**src/rtl/xor_unit_arbiter.sv**
```systemverilog
`default_nettype none
// ============================================================================
// Module      : xor_unit_arbiter
// Description : One registered XOR unit (A ^ B) shared round-robin between
//               NREQ requesters. A winner is chosen in IDLE and its operands
//               are latched. The XOR is registered in BUSY. The result and the
//               requester ID are presented in RESP until the consumer accepts.
// Ports       : clk        - rising-edge clock
//               rst_n      - synchronous active-low reset
//               req        - per-requester request level [NREQ]
//               a_in/b_in  - packed operands, requester i at [i*W +: W]
//               gnt        - one-hot, one-cycle acceptance pulse
//               rsp_valid  - result available (valid/ready with rsp_ready)
//               rsp_ready  - consumer accepts the result
//               rsp_id     - index of the requester owning rsp_data
//               rsp_data   - XOR result
//               busy       - high whenever the unit is not idle
//               op_count   - completed responses, saturating at 16'hFFFF
// Revision    : 1.0 - initial release
// ============================================================================
module xor_unit_arbiter #(
  parameter int NREQ = 4,
  parameter int W    = 8,
  parameter int IDW  = (NREQ > 1) ? $clog2(NREQ) : 1
) (
  input  logic              clk,
  input  logic              rst_n,
  input  logic [NREQ-1:0]   req,
  input  logic [NREQ*W-1:0] a_in,
  input  logic [NREQ*W-1:0] b_in,
  output logic [NREQ-1:0]   gnt,
  output logic              rsp_valid,
  input  logic              rsp_ready,
  output logic [IDW-1:0]    rsp_id,
  output logic [W-1:0]      rsp_data,
  output logic              busy,
  output logic [15:0]       op_count
);

  localparam logic [1:0]   c_st_idle = 2'd0;
  localparam logic [1:0]   c_st_busy = 2'd1;
  localparam logic [1:0]   c_st_resp = 2'd2;
  localparam logic [IDW:0] c_nreq    = (IDW+1)'(NREQ);

  logic [1:0]      r_state;
  logic [1:0]      w_state_next;
  logic [IDW-1:0]  r_ptr;
  logic [NREQ-1:0] r_gnt;
  logic [W-1:0]    r_a_lat;
  logic [W-1:0]    r_b_lat;
  logic [IDW-1:0]  r_id;
  logic [W-1:0]    r_result;
  logic [15:0]     r_op_count;

  logic [W-1:0]    w_a [NREQ];
  logic [W-1:0]    w_b [NREQ];
  logic [NREQ-1:0] w_rot;
  logic [IDW-1:0]  w_off;
  logic [IDW:0]    w_win_sum;
  logic [IDW-1:0]  w_win;
  logic [IDW:0]    w_nxt_sum;
  logic [IDW-1:0]  w_ptr_next;
  logic            w_any;

  // Unpack the flat operand buses into per-requester words.
  for (genvar i = 0; i < NREQ; i++) begin : g_unpack
    assign w_a[i] = a_in[i*W +: W];
    assign w_b[i] = b_in[i*W +: W];
  end

  // Round-robin search: rotate req so that bit 0 is requester ptr, take the
  // lowest set bit as an offset from ptr, then map the offset back modulo
  // NREQ. The doubled vector makes the rotation work for any NREQ.
  always_comb begin
    w_rot = NREQ'({req, req} >> r_ptr);
    w_any = |req;
    w_off = '0;
    for (int k = NREQ - 1; k >= 0; k--) begin
      if (w_rot[k]) w_off = IDW'(k);
    end
    w_win_sum  = {1'b0, r_ptr} + {1'b0, w_off};
    w_win      = IDW'((w_win_sum >= c_nreq) ? (w_win_sum - c_nreq) : w_win_sum);
    w_nxt_sum  = {1'b0, w_win} + {{IDW{1'b0}}, 1'b1};
    w_ptr_next = (w_nxt_sum == c_nreq) ? '0 : w_nxt_sum[IDW-1:0];
  end

  // State register
  always_ff @(posedge clk) begin
    if (!rst_n) r_state <= c_st_idle;
    else        r_state <= w_state_next;
  end

  // Next-state logic
  always_comb begin
    w_state_next = r_state;
    case (r_state)
      c_st_idle: if (w_any)     w_state_next = c_st_busy;
      c_st_busy:                w_state_next = c_st_resp;
      c_st_resp: if (rsp_ready) w_state_next = c_st_idle;
      default:                  w_state_next = c_st_idle;
    endcase
  end

  // Datapath, grant pulse, pointer and counter
  always_ff @(posedge clk) begin
    if (!rst_n) begin
      r_ptr      <= '0;
      r_gnt      <= '0;
      r_a_lat    <= '0;
      r_b_lat    <= '0;
      r_id       <= '0;
      r_result   <= '0;
      r_op_count <= '0;
    end else begin
      r_gnt <= '0;
      case (r_state)
        c_st_idle: begin
          if (w_any) begin
            r_gnt   <= NREQ'(1) << w_win;
            r_a_lat <= w_a[w_win];
            r_b_lat <= w_b[w_win];
            r_id    <= w_win;
            r_ptr   <= w_ptr_next;
          end
        end
        c_st_busy: r_result <= r_a_lat ^ r_b_lat;
        c_st_resp: begin
          if (rsp_ready && (r_op_count != 16'hFFFF))
            r_op_count <= r_op_count + 16'd1;
        end
        default: ;
      endcase
    end
  end

  // Outputs
  always_comb begin
    busy      = (r_state != c_st_idle);
    rsp_valid = (r_state == c_st_resp);
    gnt       = r_gnt;
    rsp_id    = r_id;
    rsp_data  = r_result;
    op_count  = r_op_count;
  end

endmodule
`default_nettype wire

```
**config.mk**
```make
export PLATFORM = sky130hd
export DESIGN_NAME = xor_unit_arbiter
export DESIGN_NICKNAME = d
export VERILOG_FILES = /design/src/rtl/xor_unit_arbiter.sv
export SDC_FILE = /design/constraint.sdc
export NUM_CORES = 1
export LEC_CHECK = 0
export ABC_AREA = 1
export BUFFER_PORTS_ARGS = -buffer_cell sky130_fd_sc_hd__buf_2
export CORE_ASPECT_RATIO = 0.9
export CORE_MARGIN = 3
export CORE_UTILIZATION = 35
export CTS_BUF_LIST = sky130_fd_sc_hd__clkbuf_8
export DETAILED_ROUTE_END_ITERATION = 6
export PLACE_DENSITY = 0.57
export SETUP_SLACK_MARGIN = 0.2
export SYNTH_ARGS = -nofsm -noshare
export SYNTH_HDL_FRONTEND = slang
export SYNTH_SLANG_ARGS = --single-unit
```
**constraint.sdc**
```tcl
create_clock -name clk -period 2.48 [get_ports clk]
set_input_delay 0.496 -clock clk [delete_from_list [all_inputs] [get_ports clk]]
set_output_delay 0.496 -clock clk [all_outputs]
set_load 0.05 [all_outputs]
```
* Yosys cells after proc, flatten, opt, wreduce, memory -nomap -nowiden *
Cells that the tools add are included.

storage, ports and cells
  output and inout port bits = 32
  register bits after elaboration = 50

operators by class
  reduce and logical (&&, ||, !) cells = 8
  muxes and demuxes = 15
  bitwise gates (word level) = 2
  $lt $le $gt $ge = 2
  equal/unequal tests = 6
  add/subtract/negate cells = 4
  shift-type cells = 2

operator list
  kind                                                    count
  binary-select mux 8 bit (select 2 bit)                  2
  2-to-1 mux 8 bit                                        4
  adder 16 x 1 -> 16 bit (second input constant)          1
  2-to-1 mux 2 bit                                        8
  inequality test 16 bit (second input constant)          1
  >> shifter 8 x 2 -> 4 bit                               1
  bitwise XOR 8 bit                                       1
  >= comparator 3 bit (second input constant)             2
  case mux 2 bit (3 select lines)                         1
  AND reduction 2 bit                                     3
  OR reduction 4 bit                                      1
  << shifter 1 x 2 -> 4 bit (first input constant)        1
  adder 2 x 1 -> 3 bit (second input constant)            1
  adder 2 x 2 -> 3 bit                                    1
  equality test 3 bit (second input constant)             1
  inverter 2 -> 3 bit                                     1
  AND reduction 3 bit                                     1
  equality test 2 x 1 -> 1 bit (second input constant)    1
  equality test 2 bit (second input constant)             1
  logical NOT 2 bit                                       1
  inequality test 2 x 1 -> 1 bit (second input constant)  1
  inequality test 2 bit (second input constant)           1
  nonzero test 2 bit                                      1
  subtractor 2 x 1 -> 2 bit (second input constant)       1
  logical AND 1 bit                                       1

* Depth between registers and ports, before layout *
Gate-level depths: netlist of the first run.

  word-level depth = 12
  depth in mapped cells = 16

* Worst setup path after synthesis of the first run *
No wires, ideal clock.

  kind = input port to flip-flop
  from = in req[1]
  to = reg r_b_lat[2]
  stages on the path = 15
  path slack = 0.381 ns
  path buffers = 2
  data arrival time = 2.043 ns
  cells stage by stage = nand2_1 > nand3_1 > nand2_1 > nand3_1 > a21boi_0 > ha_1 > buf_2 > clkinv_1 > clkbuf_1 > nand2_1 > nand2_1 > nand3_1 > nand3_1 > nand2_1 > inv_1

between the ends
  word-level cells in the longest chain between the ends = 12

RTL lines
  what                                                              RTL line  source
  from (decl)                                                       28        input logic [NREQ-1:0] req,
  >> shifter 8 x 2 -> 4 bit (*)                                     75        w_rot = NREQ'({req, req} >> r_ptr);
  2-to-1 mux 2 bit (3 in a row)                                     79        if (w_rot[k]) w_off = IDW'(k);
  2-to-1 mux 2 bit (*)                                              79
  adder 2 x 2 -> 3 bit (*)                                          81        w_win_sum = {1'b0, r_ptr} + {1'b0, w_off};
  >= comparator 3 bit or subtractor 2 x 1 -> 2 bit (tied branches)  82        w_win = IDW'((w_win_sum >= c_nreq) ? (w_win_sum - c_nreq) : w_win_sum);
  2-to-1 mux 2 bit (*)                                              82
  via w_win[0]                                                      60        logic [IDW-1:0] w_win;
  inverter 2 -> 3 bit (implied by the code) (*)                     121       r_b_lat <= w_b[w_win];
  binary-select mux 8 bit (select 2 bit) (*)                        121
  2-to-1 mux 8 bit (implied by the code) (*) (2 in a row)           121
  to (signal assigned)                                              121
  to (decl)                                                         50        logic [W-1:0] r_b_lat;

Mark *: on every way through the listed nets, which the timed path passes. The rest lies on a longest branch. The select of a mux whose other input is x is not followed.
A chain may end at the register's enable or synchronous reset.

* Worst setup path in the final report of the first run *
  from = reg r_ptr[0]
  to = reg r_a_lat[0]

between the ends
  word-level cells in the longest chain between the ends = 12

RTL lines
  what                                                              RTL line  source
  from (decl)                                                       47        logic [IDW-1:0] r_ptr;
  from (signal assigned)                                            123       r_ptr <= w_ptr_next;
  >> shifter 8 x 2 -> 4 bit                                         75
  2-to-1 mux 2 bit (4 in a row)                                     79
  adder 2 x 2 -> 3 bit (*)                                          81
  >= comparator 3 bit or subtractor 2 x 1 -> 2 bit (tied branches)  82
  2-to-1 mux 2 bit (*)                                              82
  inverter 2 -> 3 bit (implied by the code) (*)                     120       r_a_lat <= w_a[w_win];
  binary-select mux 8 bit (select 2 bit) (*)                        120
  2-to-1 mux 8 bit (implied by the code) (*) (2 in a row)           120
  to (signal assigned)                                              120
  to (decl)                                                         49        logic [W-1:0] r_a_lat;

Every way passes the cells marked *; elsewhere a longest branch is shown, timed or not. The select of a mux whose other input is x is not followed.

==> flow_summary.yaml, run 1 <==
logic_synthesis:
  yosysTopAreaCell: "dfxtp_1"
  synth_nets: 557
  synth_common_cells: "nand2_1 (174), nor2_1 (60), nand3_1 (53)"
  avgSynthCellArea_um2: 6.25
  synth_most_common_cell: "nand2_1"
  synth_area_leaders: "dfxtp_1 (33%), nand2_1 (22%), nand3_1 (8.8%)"
  synth_enable_flop_cells: 0
  async_flop_share: 0
  ys_seq_area_frac: 0.331
  yosys.area.top_type_share: 0.331
  synthFlopType: "dfxtp_1"
  syn_area_um2: 3020
  ys_seq_elements: 50
  syn_inst: 484
  yosysUniqueCellTypes: 32
  synth_warnings: 0
timing:
  fmax_mhz: 481
  worstMarginPinSlew_ps: 624
  fin_crit_sh: 0.839
  finalClockSkew_ps: 7.53
  slew_viol_final: 0
  grt_setup_unrepaired: "no"
  hold_viol: 0
  finalSetupViolCount: 0
  hold_slack_ps: 460
  fin_crit_ps: 2080
  slew_headroom: 0.583
  tns_ps: 0
clocking:
  cts_tree: "built"
  clock_latency_ps: 300
  cts.reportedPaths.clkPinSlew_ps: 90
  ctsHoldBuffers: 0
  cts-buffers-inserted: 5
  cts_buffer_depth: 2
  htreeDepth: 2
  cts_num_sinks: 50
  root_buffer: "clkbuf_8"
placed_design:
  io_buffers: 102
  gp_congestion: 0.834
  dp_hpwl_mm: 6.02
routing:
  vias: 3203
  wl_per_cell_um: 11.3
  drc: 0
  routed_via_density: 4.58
  postRouteAntennaNets: 0
  drt-initial-drc-count: 136
  first_pass_iters: 5
  wirelength_mm: 7.91
hold_path:
  hold_depth: 4
  hold_path_class: "input port to flop"
  worstHoldStart: "rsp_ready"
  whs_endpoint: "r_state[1]"
setup_path:
  start_kind: "flop"
  worstPathArrival_ps: 2280
  cp-end-kind: "flop"
  r2r-end: "r_a_lat[0]"
  crit_fanout: 9
  critPathLaunch: "r_ptr[0]"
  worst-r2r-setup-slack_ps: 400
  critPathKind: "flop to flop"
  r2r_start: "r_ptr[0]"
  critPathRequiredTime_ps: 2680
  worstRegToRegCells: 15
floorplanning:
  rows: 31
  initial_utilization: 0.368
  die_h_um: 94.2
  die_width_um: 104
  pin_count: 103
  core_um2: 8220
  dieArea_um2: 9790
grt:
  grtUsageTotal: 0.162
  grt_max_degree: 33
  grt_pass1_wl_mm: 13.4
  antenna_found_initial: 0
  grt_overflow: 0
  first_global_vias: 3104
layout:
  diodes: 0
  drive_gt1_frac: 0.253
  area_growth_pct: 25.6
  nNetsFinal: 656
pwr:
  ir_worst_vdd_v: 0.000499
  leakagePower_nw: 1.97
  p_per_area_nw_per_um2: 1050
run:
  max_cap_violations: 0
status:
  status: "complete, no violations"
## metal layers
layer	wire, µm	vias to the layer above	global-route usage
li1	-	1714	-
met1	3800	1406	0.203
met2	3680	81	0.289
met3	407	2	0.0364
met4	24	0	0.0310
met5	0	-	0
## per-stage QoR
| step | power (mW) | std cells | worst slack (ps) | area, µm² | util |
|---|---|---|---|---|---|
| floorplan | 2.97 | 484 | 381 | 3020 | - |
| global route | 4.40 | 699 | 201 | 3800 | 0.462 |
| finish | 3.99 | 699 | 400 | 3800 | 0.462 |
| CTS | 3.93 | 696 | 236 | 3730 | 0.454 |
| detailed placement | 3.43 | 688 | 119 | 3640 | 0.442 |
| global placement | 3.40 | 688 | 149 | 3640 | 0.442 |
## logic make-up after synthesis
logic type	count (synthesis)	share of synthesized area
XOR/XNOR	17	0.0517
flip-flops	50	0.331
AO/OA/AOI/OAI	39	0.0679
buffers and inverters	61	0.0918
adder cells (fa/ha/maj)	2	0.00827
AND/OR/NAND/NOR	315	0.449
## worst max-delay path: stages (launching register included)
cell      delay, ps
dfxtp_4         390
inv_2            60
nand2_1          80
nand3_1          70
nand2_1         100
nand3_1          70
a21boi_1        140
ha_2            240
xor2_4          200
inv_2            60
nand3_4         150
nand2_4         150
nand2_2          80
nand3_1          80
nand2_1          80
inv_1            30
## registers in the layout, summed over array words and instances (netlist names)
register,count
r_a_lat,8
r_ptr,2
rsp_data,8
r_state,2
r_b_lat,8
gnt,4
rsp_id,2
op_count,16
## worst max path at each step
| stage | endpoint | cells after the start | slack, ps |
|---|---|---|---|
| after floorplan | r_b_lat[2] | 15 | 380 |
| after global placement | r_b_lat[5] | 15 | 150 |
| after detailed placement | r_b_lat[4] | 15 | 120 |
| after CTS | r_b_lat[4] | 14 | 240 |
| after global routing | r_a_lat[2] | 15 | 200 |
| final | r_a_lat[0] | 15 | 400 |
## final cells by class
| cell class | instances | area, µm² |
|---|---|---|
| Tap cell | 115 | 144 |
| Clock inverter | 2 | 12.5 |
| Sequential cell | 50 | 1010 |
| Fill cell | 908 | 4430 |
| Clock buffer | 6 | 82.6 |
| Multi-Input combinational cell | 374 | 1770 |
| Inverter | 40 | 151 |
| Timing Repair Buffer | 112 | 628 |
## what timing repair did
action                                  in CTS  in global routing
setup buffers                                0                  1
endpoints found under the setup margin       2                 18
gates cloned                                 0                  2
gates resized for setup                      1                  7
hold endpoints to repair                     0                  0
pin swaps                                    0                  3
## cells in the final DEF (no fill, tap or decap), drive strengths merged, types with 2 or more instances in the layout
master / n
nand2: 189
buf: 111
nor2: 60
nand3: 54
dfxtp: 50
inv: 38
a21oi: 20
o21ai: 15
xnor2: 11
clkbuf: 7
nor3: 7
xor2: 6
clkinv: 3
nand4: 2
nor3b: 2
a21boi: 2
nor4: 2
ha: 2
## report_power, final
group	internal [mW]	total, mW	switching [mW]
registers	0.988	1.11	0.124
logic	0.869	2.38	1.51
clock network	0.225	0.495	0.270
total	2.08	3.99	1.91
No activity file was read; power rests on OpenSTA's default activity.
==> run 2, diff against run 1 <==
PLACE_DENSITY = 0.59   (was 0.57)
clock period = 1.8 ns   (was 2.48 ns; I/O delays follow)
==> run 2 against run 1 <==
Compared with the run above: the flow now finishes with violations (negative setup slack); global-route usage rose by 1.3 points; count of clock-buffer cells in the layout fell by 1; final cell count rose by 5.2%; die area did not move; clock skew fell by 3.5 ps; combinational power rose by 110%; final area rose by 18%; sequential power rose by 38%; via count rose by 7.8%; critical path depth rose by 1; routed wire length rose by 19%.
==> flow_summary.yaml, run 2 (same netlist as run 1, synthesis figures left out) <==
status:
  status: "finished, violations left"
  violations: "negative setup slack"
timing:
  grt_setup_unrepaired: "yes"
  slew_viol_final: 0
  finalSetupViolCount: 22
  fin_crit_sh: 1.16
  slew_headroom: 0.715
  hold_slack_ps: 337
  worstMarginPinSlew_ps: 427
  fmax_mhz: 480
  worst_slack_ps: -285
  fin_crit_ps: 2080
  finalClockSkew_ps: 4.07
  hold_viol: 0
setup_path:
  critical_path.cell_chain: "inv_6 > nand2_4 > nand3_2 > nand2_2 > nand3_2 > a21boi_2 > ha_4 > xor2_4 > inv_2 > nand3_4 > buf_12 > buf_12 > nand3_1 > nand3_2 > nand2_1 > inv_1"
  worst_path_largest_cell_delay_ps: 410
  worstPathArrival_ps: 2330
  cpMaxStageDelayCell: "dfxtp_4"
  cp_common_cell: "nand3_2"
  critPathKind: "flop to flop"
  critPathRequiredTime_ps: 2040
  crit_fanout: 8
  cp-end-kind: "flop"
  start_kind: "flop"
pwr:
  ir_worst_vdd_v: 0.000676
  p_per_area_nw_per_um2: 1580
  leakagePower_nw: 2.31
  power_mw: 7.07
routing:
  drc: 0
  drt-initial-drc-count: 114
  vias: 3452
  routed_via_density: 4.70
  postRouteAntennaNets: 0
  wirelength_mm: 9.43
  first_pass_iters: 5
  wl_per_cell_um: 12.8
layout:
  most-common-layout-cells: "nand2_1 (163), buf_2 (102), nor2_1 (57)"
  area_growth_pct: 47.7
  largest_reg_flops: 16
  final_common_cell: "nand2_1"
  final_cell_area_um2: 4470
  nNetsFinal: 692
  diodes: 0
  drive_gt1_frac: 0.384
  fill_cells: 836
  final_util: 0.543
  layout.cells.non_filler: 735
clocking:
  root_buffer: "clkbuf_8"
  cts_num_sinks: 50
  cts-buffers-inserted: 5
  cts_buffer_depth: 2
  clock_latency_ps: 290
  cts_tree: "built"
  cts.reportedPaths.clkPinSlew_ps: 90
  htreeDepth: 2
placed_design:
  dp_hpwl_mm: 6.11
  placed_cell_area_um2: 3830
  gp_congestion: 0.867
  io_buffers: 102
  dp.cells: 701
floorplanning:
  dieArea_um2: 9790
  core_um2: 8220
  pin_count: 103
  initial_utilization: 0.368
  rows: 31
  die_h_um: 94.2
  die_width_um: 104
grt:
  grt_pass1_wl_mm: 14.4
  grt_overflow: 0
  first_global_vias: 3132
  grt_max_degree: 35
  grtUsageTotal: 0.175
  antenna_found_initial: 0
run:
  max_cap_violations: 0
hold_path:
  hold_path_class: "input port to flop"
-- run 2: cell count changes in the layout (fill, tap and decap cells not counted), sizes merged --
cell / change
nand2: +4
clkbuf: -2
buf: +31
clkinvlp: -1
clkinv: -1
inv: +5
-- run 2: area by class of cell --
type,count,area (µm²),share of cell area
multi-input combinational,378,2100,0.471
sequential,50,1030,0.230
timing repair buffer,142,920,0.206
inverter,40,176,0.0395
tap,115,144,0.0322
clock buffer,5,68.8,0.0154
timing repair inverter,2,17.5,0.00392
clock inverter,3,11.3,0.00252
-- run 2: path summary, 6_finish.rpt --
check | start | cells past startpoint | endpoint | slack, ps
worst min register to register | op_count[0] | 1 | op_count[0] | 470
worst max-delay path | r_ptr[0] | 16 | r_a_lat[7] | -280
worst max register to register | r_ptr[0] | 16 | r_a_lat[7] | -280
worst min-delay path | rsp_ready | 4 | r_state[1] | 340
-- run 2: metrics by stage --
step / worst slack [ps] / setup TNS, ps
after global placement: -278 / -5110
after CTS: -250 / -3850
after floorplan: -154 / -1700
after detailed placement: -354 / -6770
after global routing: -409 / -7800
final: -285 / -5220
-- run 2: repair_timing --
item | CTS | global route
setup endpoints to repair | 29 | 39
setup buffers | 11 | 7
cloned | 6 | 2
gates resized for setup | 34 | 38
endpoints found under the hold margin | 0 | 0
hold buffers | 0 | 0
pin swaps | 17 | 26
-- run 2: critical path: cells and delay by family, from the launching register on --
kind	cells	cell delay (ps)
AOI/OAI and AO/OA	1	200
adders and majority gates	1	190
and+or+nand+nor	8	610
DFF	1	410
xor gates and xnor gates	1	190
buffers and inverters	5	440
-- run 2: routing by layer --
metal  share of wire  routed length [µm]  track usage  up-vias
li1                -                   -            -     1795
met1            0.47                4440        0.235     1563
met2            0.47                4470        0.301       81
met3           0.041                 390       0.0275       13
met4           0.013                 123       0.0343        0
met5               0                   0            0        -
-- run 2: where the power goes --
part	switching, mW	leakage (nW)	total, mW	internal, mW
Combinational	2.93	1.84	4.93	2.00
Clock	0.348	0.0519	0.608	0.260
Sequential	0.175	0.418	1.53	1.36
==> run 3, diff against run 2 <==
CTS_BUF_LIST = sky130_fd_sc_hd__clkbuf_16   (was sky130_fd_sc_hd__clkbuf_8)
==> run 3 against run 2 <==
Compared with the run above: final cell count fell by 0.27%; combinational power down 8.9%; hold slack gained 19 ps; highest routed layer unchanged; critical path depth is 1 lower; the run still ends with negative setup slack left; sequential power barely moved; largest power group unchanged.
==> flow_summary.yaml, run 3 (same netlist as run 1, synthesis figures left out) <==
layout:
  multi_input_area_um2: 2020
  diodes: 0
  drive_gt1_frac: 0.354
  layout.cells.non_filler: 733
  final_common_cell: "nand2_1"
  fill_cells: 854
  area_growth_pct: 45.8
  most-common-layout-cells: "nand2_1 (163), buf_2 (102), nor2_1 (58)"
  largest_reg_flops: 16
  seqCellArea_um2: 1030
  nNetsFinal: 690
  final_util: 0.536
clocking:
  clock_latency_ps: 280
  htreeDepth: 2
  cts_buffer_depth: 2
  cts.reportedPaths.clkPinSlew_ps: 60
  cts_tree: "built"
  cts_num_sinks: 50
  root_buffer: "clkbuf_16"
  cts-buffers-inserted: 5
setup_path:
  crit_fanout: 7
  worstRegToRegCells: 15
  worst-r2r-setup-slack_ps: -210
  r2r_start: "r_ptr[0]"
  cpMaxStageDelayCell: "dfxtp_4"
  r2r-end: "r_b_lat[4]"
  cp-end-kind: "flop"
  worst_path_largest_cell_delay_ps: 400
  critical_path.cell_chain: "inv_6 > nand2_4 > nand3_2 > nand2_2 > nand3_2 > a21boi_2 > ha_4 > xor2_4 > buf_6 > nand2_8 > buf_4 > nand3_2 > nand3_1 > nand2_1 > inv_1"
  critPathKind: "flop to flop"
  cp_common_cell: "nand3_2"
  start_kind: "flop"
  worstPathArrival_ps: 2200
  critPathRequiredTime_ps: 1980
grt:
  grt_max_degree: 34
  antenna_found_initial: 0
  first_global_vias: 3056
  grt_pass1_wl_mm: 14.2
  grt_overflow: 0
  grtUsageTotal: 0.174
floorplanning:
  initial_utilization: 0.368
  pin_count: 103
  core_um2: 8220
  rows: 31
  die_width_um: 104
  dieArea_um2: 9790
  die_h_um: 94.2
placed_design:
  io_buffers: 102
  dp.cells: 701
  dp_hpwl_mm: 6.11
  dp_slack_ps: -354
  gp_congestion: 0.867
hold_path:
  worstHoldStart: "rsp_ready"
  hold_path_class: "input port to flop"
  hold_depth: 4
  whs_endpoint: "r_state[1]"
status:
  violations: "negative setup slack"
  status: "finished, violations left"
pwr:
  leakagePower_nw: 2.29
  p_per_area_nw_per_um2: 1570
  ir_worst_vdd_v: 0.000622
timing:
  grt_setup_unrepaired: "yes"
  hold_viol: 0
  slew_headroom: 0.708
  worstMarginPinSlew_ps: 437
  fin_crit_ps: 2010
  worst_slack_ps: -213
  tns_ps: -3600
  finalSetupViolCount: 21
  finalClockSkew_ps: 3.88
  fin_crit_sh: 1.12
  slew_viol_final: 0
  fmax_mhz: 497
  hold_slack_ps: 356
routing:
  drt-initial-drc-count: 172
  wl_per_cell_um: 12.0
  wirelength_mm: 8.82
  vias: 3430
  first_pass_iters: 4
  drc: 0
  postRouteAntennaNets: 0
  routed_via_density: 4.68
run:
  max_cap_violations: 0
-- run 3: cell types whose count changed in the layout (fill, tap and decap cells not counted), sizes merged --
cell | before | now
buf | 142 | 141
clkinv | 2 | 3
inv | 43 | 41
-- run 3: cell type report --
class / instances / share of cell area
clock buffers: 5 / 0.0284
clock inverters: 3 / 0.00255
inverters: 40 / 0.0400
multi-input cells: 378 / 0.458
flip-flops and latches: 50 / 0.233
well taps: 115 / 0.0326
repair buffers: 141 / 0.203
repair inverters: 1 / 0.00199
-- run 3: through the flow --
stage	area (µm²)	total power [mW]
after floorplan	3150	4.35
after global placement	3830	5.00
after detailed placement	3830	5.04
after CTS	4240	6.62
after global routing	4410	7.48
final	4410	6.91
-- run 3: where the power goes --
| group | internal [mW] | switching (mW) | leakage [nW] | total [mW] |
|---|---|---|---|---|
| Combinational | 1.82 | 2.68 | 1.80 | 4.49 |
| Sequential | 1.36 | 0.173 | 0.418 | 1.53 |
| Clock | 0.500 | 0.378 | 0.0776 | 0.878 |
| Total | 3.68 | 3.23 | 2.29 | 6.91 |
-- run 3: routing by layer --
layer	GRT usage	wire (µm)	vias to the layer above
met5	0	0	-
met4	0.0388	104	0
met3	0.0344	476	12
met2	0.287	4110	108
met1	0.237	4130	1508
li1	-	-	1802
-- run 3: what timing repair did --
action,in CTS,in global routing
setup endpoints to repair,28,36
pin swaps,6,18
gates resized for setup,29,23
cloned,5,2
hold buffers,0,0
buffers inserted,10,7
-- run 3: critical path: cells and delay by family (launching register included) --
kind,cells,cell delay [ps]
AND/OR/NAND/NOR,8,590
flip-flops,1,400
buffers and inverters,4,390
AO/OA/AOI/OAI,1,180
adder cells (fa/ha/maj),1,180
XOR/XNOR,1,180
-- run 3: worst max-delay path by stage --
stage | from | endpoint | cells past startpoint
finish | r_ptr[0] | r_b_lat[4] | 15
detailed placement | req[1] | r_b_lat[5] | 15
floorplan | r_ptr[0] | r_a_lat[0] | 16
global route | r_ptr[0] | r_a_lat[6] | 16
CTS | r_ptr[0] | r_a_lat[5] | 16
global placement | req[1] | r_b_lat[0] | 15
